**config.mk**
```make
export PLATFORM = sky130hd
export DESIGN_NAME = trap_scheduler
export DESIGN_NICKNAME = d
export VERILOG_FILES = /design/src/rtl/trap_scheduler.sv
export SDC_FILE = /design/constraint.sdc
export NUM_CORES = 1
export LEC_CHECK = 0
export CORE_ASPECT_RATIO = 1.5
export CORE_MARGIN = 3
export CORE_UTILIZATION = 31
export DETAILED_ROUTE_END_ITERATION = 8
export DONT_BUFFER_PORTS = 1
export PLACE_DENSITY_LB_ADDON = 0.1
export REMOVE_ABC_BUFFERS = 1
export SETUP_SLACK_MARGIN = 0.1
export SYNTH_ARGS = -nofsm -noshare
export SYNTH_HDL_FRONTEND = slang
export SYNTH_SLANG_ARGS = --single-unit
```
**constraint.sdc**
```tcl
create_clock -name clk -period 2.15 [get_ports clk]
set_input_delay 0.43 -clock clk [delete_from_list [all_inputs] [get_ports clk]]
set_output_delay 0.43 -clock clk [all_outputs]
set_load 0.03 [all_outputs]
```
**src/rtl/trap_scheduler.sv**
```systemverilog
// Trap sequencer for the MegaMapper virtualization logic: collects trap requests,
// arbitrates them by fixed priority and sequences NMI entry/exit at Z80 fetch boundaries.
module trap_scheduler #(
    parameter int unsigned NMI_LEN  = 4,
    parameter int unsigned COOLDOWN = 2
) (
    input  logic       clk,
    input  logic       reset_n,
    input  logic       m1_n,
    input  logic       new_isr,
    input  logic       last_isr_jmp,
    input  logic       virtual_enabled,
    input  logic       io_violation,
    input  logic       irq_sys_n,
    input  logic       timer_tick,
    input  logic       sw_trap,
    input  logic       cause_clr,
    input  logic [3:0] cause_clr_mask,
    output logic       trap_state,
    output logic       nmi_n,
    output logic       capture_address,
    output logic [3:0] trap_cause,
    output logic [3:0] pending
);

    // Handshake: there are no valid/ready pairs here; every strobe input is
    // edge-detected, cause_clr is a single-cycle command and outputs are levels.

    typedef enum logic [1:0] {
        ST_IDLE    = 2'd0,
        ST_NMI     = 2'd1,
        ST_SERVICE = 2'd2,
        ST_COOL    = 2'd3
    } state_t;

    localparam logic [3:0] NMI_LEN_C  = 4'(NMI_LEN);
    localparam logic [3:0] COOLDOWN_C = 4'(COOLDOWN);

    state_t     state_q, state_d;
    logic [3:0] cnt_q, cnt_d;
    logic [3:0] trap_cause_q, trap_cause_d;
    logic       capture_q, capture_d;
    logic [3:0] pending_q, pending_d;

    logic       m1_s1_q, m1_s1_d;
    logic       m1_s2_q, m1_s2_d;
    logic       m1_last_q, m1_last_d;
    logic       new_s1_q, new_s1_d;
    logic       new_s2_q, new_s2_d;
    logic       jmp_s1_q, jmp_s1_d;
    logic       jmp_s2_q, jmp_s2_d;
    logic       m1_fall_q, m1_fall_d;
    logic       new_isr_q, new_isr_d;
    logic       last_jmp_q, last_jmp_d;

    // Strobe samples, ordered {sw, timer, io}
    logic [2:0] strb_q, strb_d;
    logic [2:0] strb_dly_q, strb_dly_d;
    logic [2:0] strb_rise;

    logic [3:0] clr_vec;
    logic       take;
    logic       svc_exit;

    function automatic logic [3:0] pick_cause(input logic [3:0] p);
        logic [3:0] r;
        r = 4'b0000;
        if (p[0])      r = 4'b0001;
        else if (p[1]) r = 4'b0010;
        else if (p[2]) r = 4'b0100;
        else if (p[3]) r = 4'b1000;
        return r;
    endfunction

    // Qualifiers travel through the same two stages as m1_n so they line up with m1_fall.
    always_comb begin
        m1_s1_d    = m1_n;
        m1_s2_d    = m1_s1_q;
        m1_last_d  = m1_s2_q;
        new_s1_d   = new_isr;
        new_s2_d   = new_s1_q;
        jmp_s1_d   = last_isr_jmp;
        jmp_s2_d   = jmp_s1_q;
        m1_fall_d  = m1_last_q & ~m1_s2_q;
        new_isr_d  = new_s2_q;
        last_jmp_d = jmp_s2_q;
    end

    always_comb begin
        strb_d     = {sw_trap, timer_tick, io_violation};
        strb_dly_d = strb_q;
        strb_rise  = strb_q & ~strb_dly_q;
    end

    // Sticky bits: a set in the same cycle as a clear wins.
    always_comb begin
        clr_vec      = cause_clr ? cause_clr_mask : 4'b0000;
        pending_d[0] = (pending_q[0] & ~clr_vec[0]) | (strb_rise[0] & ~trap_state);
        pending_d[1] = ~irq_sys_n;
        pending_d[2] = (pending_q[2] & ~clr_vec[2]) | strb_rise[1];
        pending_d[3] = (pending_q[3] & ~clr_vec[3]) | strb_rise[2];
    end

    always_comb begin
        take     = virtual_enabled && (state_q == ST_IDLE) && m1_fall_q
                   && new_isr_q && (pending_q != 4'b0000);
        svc_exit = (state_q == ST_SERVICE) && m1_fall_q && last_jmp_q;
    end

    // Next-state logic
    always_comb begin
        state_d = state_q;
        case (state_q)
            ST_IDLE: begin
                if (take) state_d = ST_NMI;
            end
            ST_NMI: begin
                if (cnt_q <= 4'd1) state_d = ST_SERVICE;
            end
            ST_SERVICE: begin
                if (svc_exit) state_d = (COOLDOWN == 0) ? ST_IDLE : ST_COOL;
            end
            ST_COOL: begin
                if (m1_fall_q && (cnt_q <= 4'd1)) state_d = ST_IDLE;
            end
            default: state_d = ST_SERVICE;
        endcase
        if (!virtual_enabled) state_d = ST_SERVICE;
    end

    // Shared counter: NMI pulse length in clk, then cooldown length in M1 cycles.
    always_comb begin
        cnt_d = cnt_q;
        case (state_q)
            ST_IDLE: begin
                if (take) cnt_d = NMI_LEN_C;
            end
            ST_NMI: begin
                if (cnt_q != 4'd0) cnt_d = cnt_q - 4'd1;
            end
            ST_SERVICE: begin
                if (svc_exit) cnt_d = COOLDOWN_C;
            end
            ST_COOL: begin
                if (m1_fall_q && (cnt_q != 4'd0)) cnt_d = cnt_q - 4'd1;
            end
            default: cnt_d = 4'd0;
        endcase
        if (!virtual_enabled) cnt_d = 4'd0;
    end

    always_comb begin
        trap_cause_d = trap_cause_q;
        capture_d    = capture_q;
        if (take) begin
            trap_cause_d = pick_cause(pending_q);
            capture_d    = 1'b1;
        end else if (m1_fall_q) begin
            capture_d    = 1'b0;
        end
    end

    // Outputs decode straight from the state register so reset releases nmi_n at once.
    always_comb begin
        trap_state      = (state_q == ST_NMI) || (state_q == ST_SERVICE);
        nmi_n           = (state_q != ST_NMI);
        capture_address = capture_q;
        trap_cause      = trap_cause_q;
        pending         = pending_q;
    end

    always_ff @(posedge clk or negedge reset_n) begin
        if (!reset_n) begin
            state_q      <= ST_SERVICE;
            cnt_q        <= 4'd0;
            trap_cause_q <= 4'd0;
            capture_q    <= 1'b0;
            pending_q    <= 4'd0;
            m1_s1_q      <= 1'b1;
            m1_s2_q      <= 1'b1;
            m1_last_q    <= 1'b1;
            new_s1_q     <= 1'b0;
            new_s2_q     <= 1'b0;
            jmp_s1_q     <= 1'b0;
            jmp_s2_q     <= 1'b0;
            m1_fall_q    <= 1'b0;
            new_isr_q    <= 1'b0;
            last_jmp_q   <= 1'b0;
            strb_q       <= 3'd0;
            strb_dly_q   <= 3'd0;
        end else begin
            state_q      <= state_d;
            cnt_q        <= cnt_d;
            trap_cause_q <= trap_cause_d;
            capture_q    <= capture_d;
            pending_q    <= pending_d;
            m1_s1_q      <= m1_s1_d;
            m1_s2_q      <= m1_s2_d;
            m1_last_q    <= m1_last_d;
            new_s1_q     <= new_s1_d;
            new_s2_q     <= new_s2_d;
            jmp_s1_q     <= jmp_s1_d;
            jmp_s2_q     <= jmp_s2_d;
            m1_fall_q    <= m1_fall_d;
            new_isr_q    <= new_isr_d;
            last_jmp_q   <= last_jmp_d;
            strb_q       <= strb_d;
            strb_dly_q   <= strb_dly_d;
        end
    end

endmodule

```
==> metrics <==
hold wc startpoint=m1_n; CP Class=flip-flop to flip-flop; final setup fails=0; vias in the first global route=907; largest net degree at the start of global routing=32; Ports=26; register area share after synthesis=between 50% and 60%; fin crit share=about nine tenths; Root Buffer=clkbuf_8; Reg-to-Reg Start=state_q[1]; share of layout cells above drive strength 1=a little over a fifth; CP endpoint=state_q[1]; Final TNS setup=0 ns; Tmin final=between 1.5 and 2 ns; sequential power share=a little over two fifths; library cells used by synthesis=36; status=complete, no violations; r2r endpoint=state_q[1]; routability cong.=between 0.7 and 0.8; Final Hold Fails=0; Reg clk slew, reported paths=~0.070 ns; top cells by area, synth=dfrtp_1 (51%), dfstp_2 (7.9%), ha_1 (7.5%); Die Span X=between 50 and 60 um; most used flip-flop cell after synthesis=dfrtp_1; antenna violations before repair=0; I/O Buffers=0; power share of the combinational group=roughly a third; Clock Skews=between 0.009 and 0.01 ns; gr ovfl total=0; crit path from=state_q[1]; Avg Cell Area, Syn=12.2 um^2; row count=28; Core ar.=approximately 0.004 mm^2; nets=about 150; Worst VDD drop=0.502 mV; EDFF count, synth=0; CTS tree=built; pwr/cell area=1270 mW/mm^2; Seq cells post-synth=31; die area=around 0.0051 mm^2; Psw=between 700 and 800 uW; first-pass GRT wire length=about 4300 um; post-synth top area cell=dfrtp_1; hold slack=between 0.1 and 0.15 ns; clock insertion delay at the later pin of the skew report=a little under 0.3 ns; maxcap violations=0; gr usage total=a little under an eighth; Critical Path End Type=flip-flop; Critical Path AT=roughly 2.2 ns; worst-margin pin slew=about 0.54 ns; top-area cell type share of the netlist area=between 50% and 60%; unrepaired setup endpoints after global routing=no; Final HPWL DP=approximately 1800 um; Initial Util=approximately 33%; Max H-tree Level=2; CP startpoint kind=flip-flop; Required @ worst endpoint=around 2.4 ns; internal power=around 1.2 mW; wire per inst=around 15 um; Area Growth Syn to Fin=15.5%; PostCTS Resize Cnt=0; post-DR vias/cell=~5.1; CP max FO=6; Slew Viols, Final=0; worst rel slew slack=around 64%; mapped cell area=about 0.0013 mm^2; ant diodes=0; synth warn=0; clock buffer depth=2; Clock Sinks=31; clock group share of total power=between 20% and 30%; R2R Setup Slk=about 0.17 ns; worst r2r path cells=6; Post-Route WL=2570 um; number of CTS-inserted buffers=5; Post-route DRC=0; post-route antenna net violation count=0; Post-synth ARST share=between 90% and 100%; Mapped Cells=approximately 110; Sw Share=about two fifths; HP Class=input pin to flip-flop; drt initial violations=21; Die H=86.1 um; first-pass detailed-route iteration total=4; f_max=506 MHz; Via Count=roughly 860; Pleak=between 0.6 and 0.7 nW
synthesized netlist by cell type, drive strengths merged (2+ instances only):
library cell,instances
nor2b,2
o21a,2
and2,2
o21ai,6
a21oi,4
dfrtp,27
dfstp,4
inv,11
o31ai,2
nand2,10
a22o,3
or3,2
mux2i,2
nor2,3
ha,8
nor4,2
cell families after synthesis:
family | share of synthesized area, %
simple gates | 12.8
buf+inv | 4.24
fa+ha+maj | 7.55
flops | 58.9
compound gates | 15.0
mux | 1.51
metal layers:
layer,track usage [%],vias to the layer above,wire length (um)
met5,0,-,0
met4,6.19,0,64
met3,4.52,7,135
met2,19.3,21,1390
met1,12.1,422,977
li1,-,408,-
worst max-delay path: stages, from the launching register on:
cell and delay, ns:
dfstp_2 0.56, inv_1 0.07, ha_1 0.22, and2_2 0.19
o21a_4 0.14, or4b_4 0.52, o22a_1 0.21
registers in the layout, summed over array words and instances (netlist names):
signal	cells
new_isr_d	1
jmp_s1_q	1
last_jmp_q	1
trap_cause	4
cnt_q	4
new_s1_q	1
state_q	2
m1_last_d	1
m1_fall_q	1
jmp_s2_q	1
m1_s1_q	1
strb_dly_q	3
capture_address	1
pending	4
m1_last_q	1
strb_dly_d	3
new_isr_q	1
cell type report:
cell class | instances | area, um^2
well taps | 45 | 56.3
fillers | 377 | 2500
clock inverters | 3 | 20.0
inverters | 11 | 41.3
clock buffers | 5 | 68.8
multi-input cells | 65 | 489
flip-flops and latches | 31 | 781
repair buffers | 8 | 75.1
repair_timing:
action                                 CTS  global route
hold buffers                             2             0
setup buffers                            0             1
setup endpoints to repair                0             1
endpoints found under the hold margin   31             0
how the worst min path moves through the flow:
stage                      end  depth (start not counted)  slack (ns)
6_report               m1_s1_q                          0        0.14
5_1_grt                m1_s1_q                          0        0.12
4_1_cts                m1_s1_q                          0        0.13
3_5_place_dp          cnt_q[3]                          0        0.14
3_3_place_gp          cnt_q[2]                          0        0.14
2_1_floorplan  capture_address                          0        0.13
layout by cell type (no fill, tap or decap), drive strengths merged, types with 3 or more instances in the layout:
cell type / netlist / routed
a21oi: 4 / 4
a22o: 3 / 3
buf: 1 / 7
clkbuf: 1 / 5
dfrtp: 27 / 27
dfstp: 4 / 4
ha: 8 / 8
inv: 11 / 11
nand2: 10 / 10
nor2: 3 / 3
o21ai: 6 / 6
power by group through the flow:
stage / clock network, mW / registers [mW] / logic (mW)
finish: 0.454 / 0.849 / 0.643
global route: 0.501 / 0.864 / 0.728
detailed placement: 0 / 0.867 / 0.620
CTS: 0.474 / 0.856 / 0.642
global placement: 0 / 0.865 / 0.616
floorplan: 0 / 0.888 / 0.436
through the flow:
| stage | util, % | power (mW) | setup WS, ns | std cells | area, um^2 |
|---|---|---|---|---|---|
| after floorplan | - | 1.32 | 0.244 | 107 | 1310 |
| after global placement | 34.9 | 1.48 | 0.174 | 157 | 1410 |
| after detailed placement | 34.9 | 1.49 | 0.166 | 157 | 1410 |
| after CTS | 37.8 | 1.97 | 0.146 | 167 | 1520 |
| after global routing | 38.0 | 2.09 | 0.111 | 168 | 1530 |
| final | 38.0 | 1.95 | 0.173 | 168 | 1530 |
(Power assumes the default switching activity.)
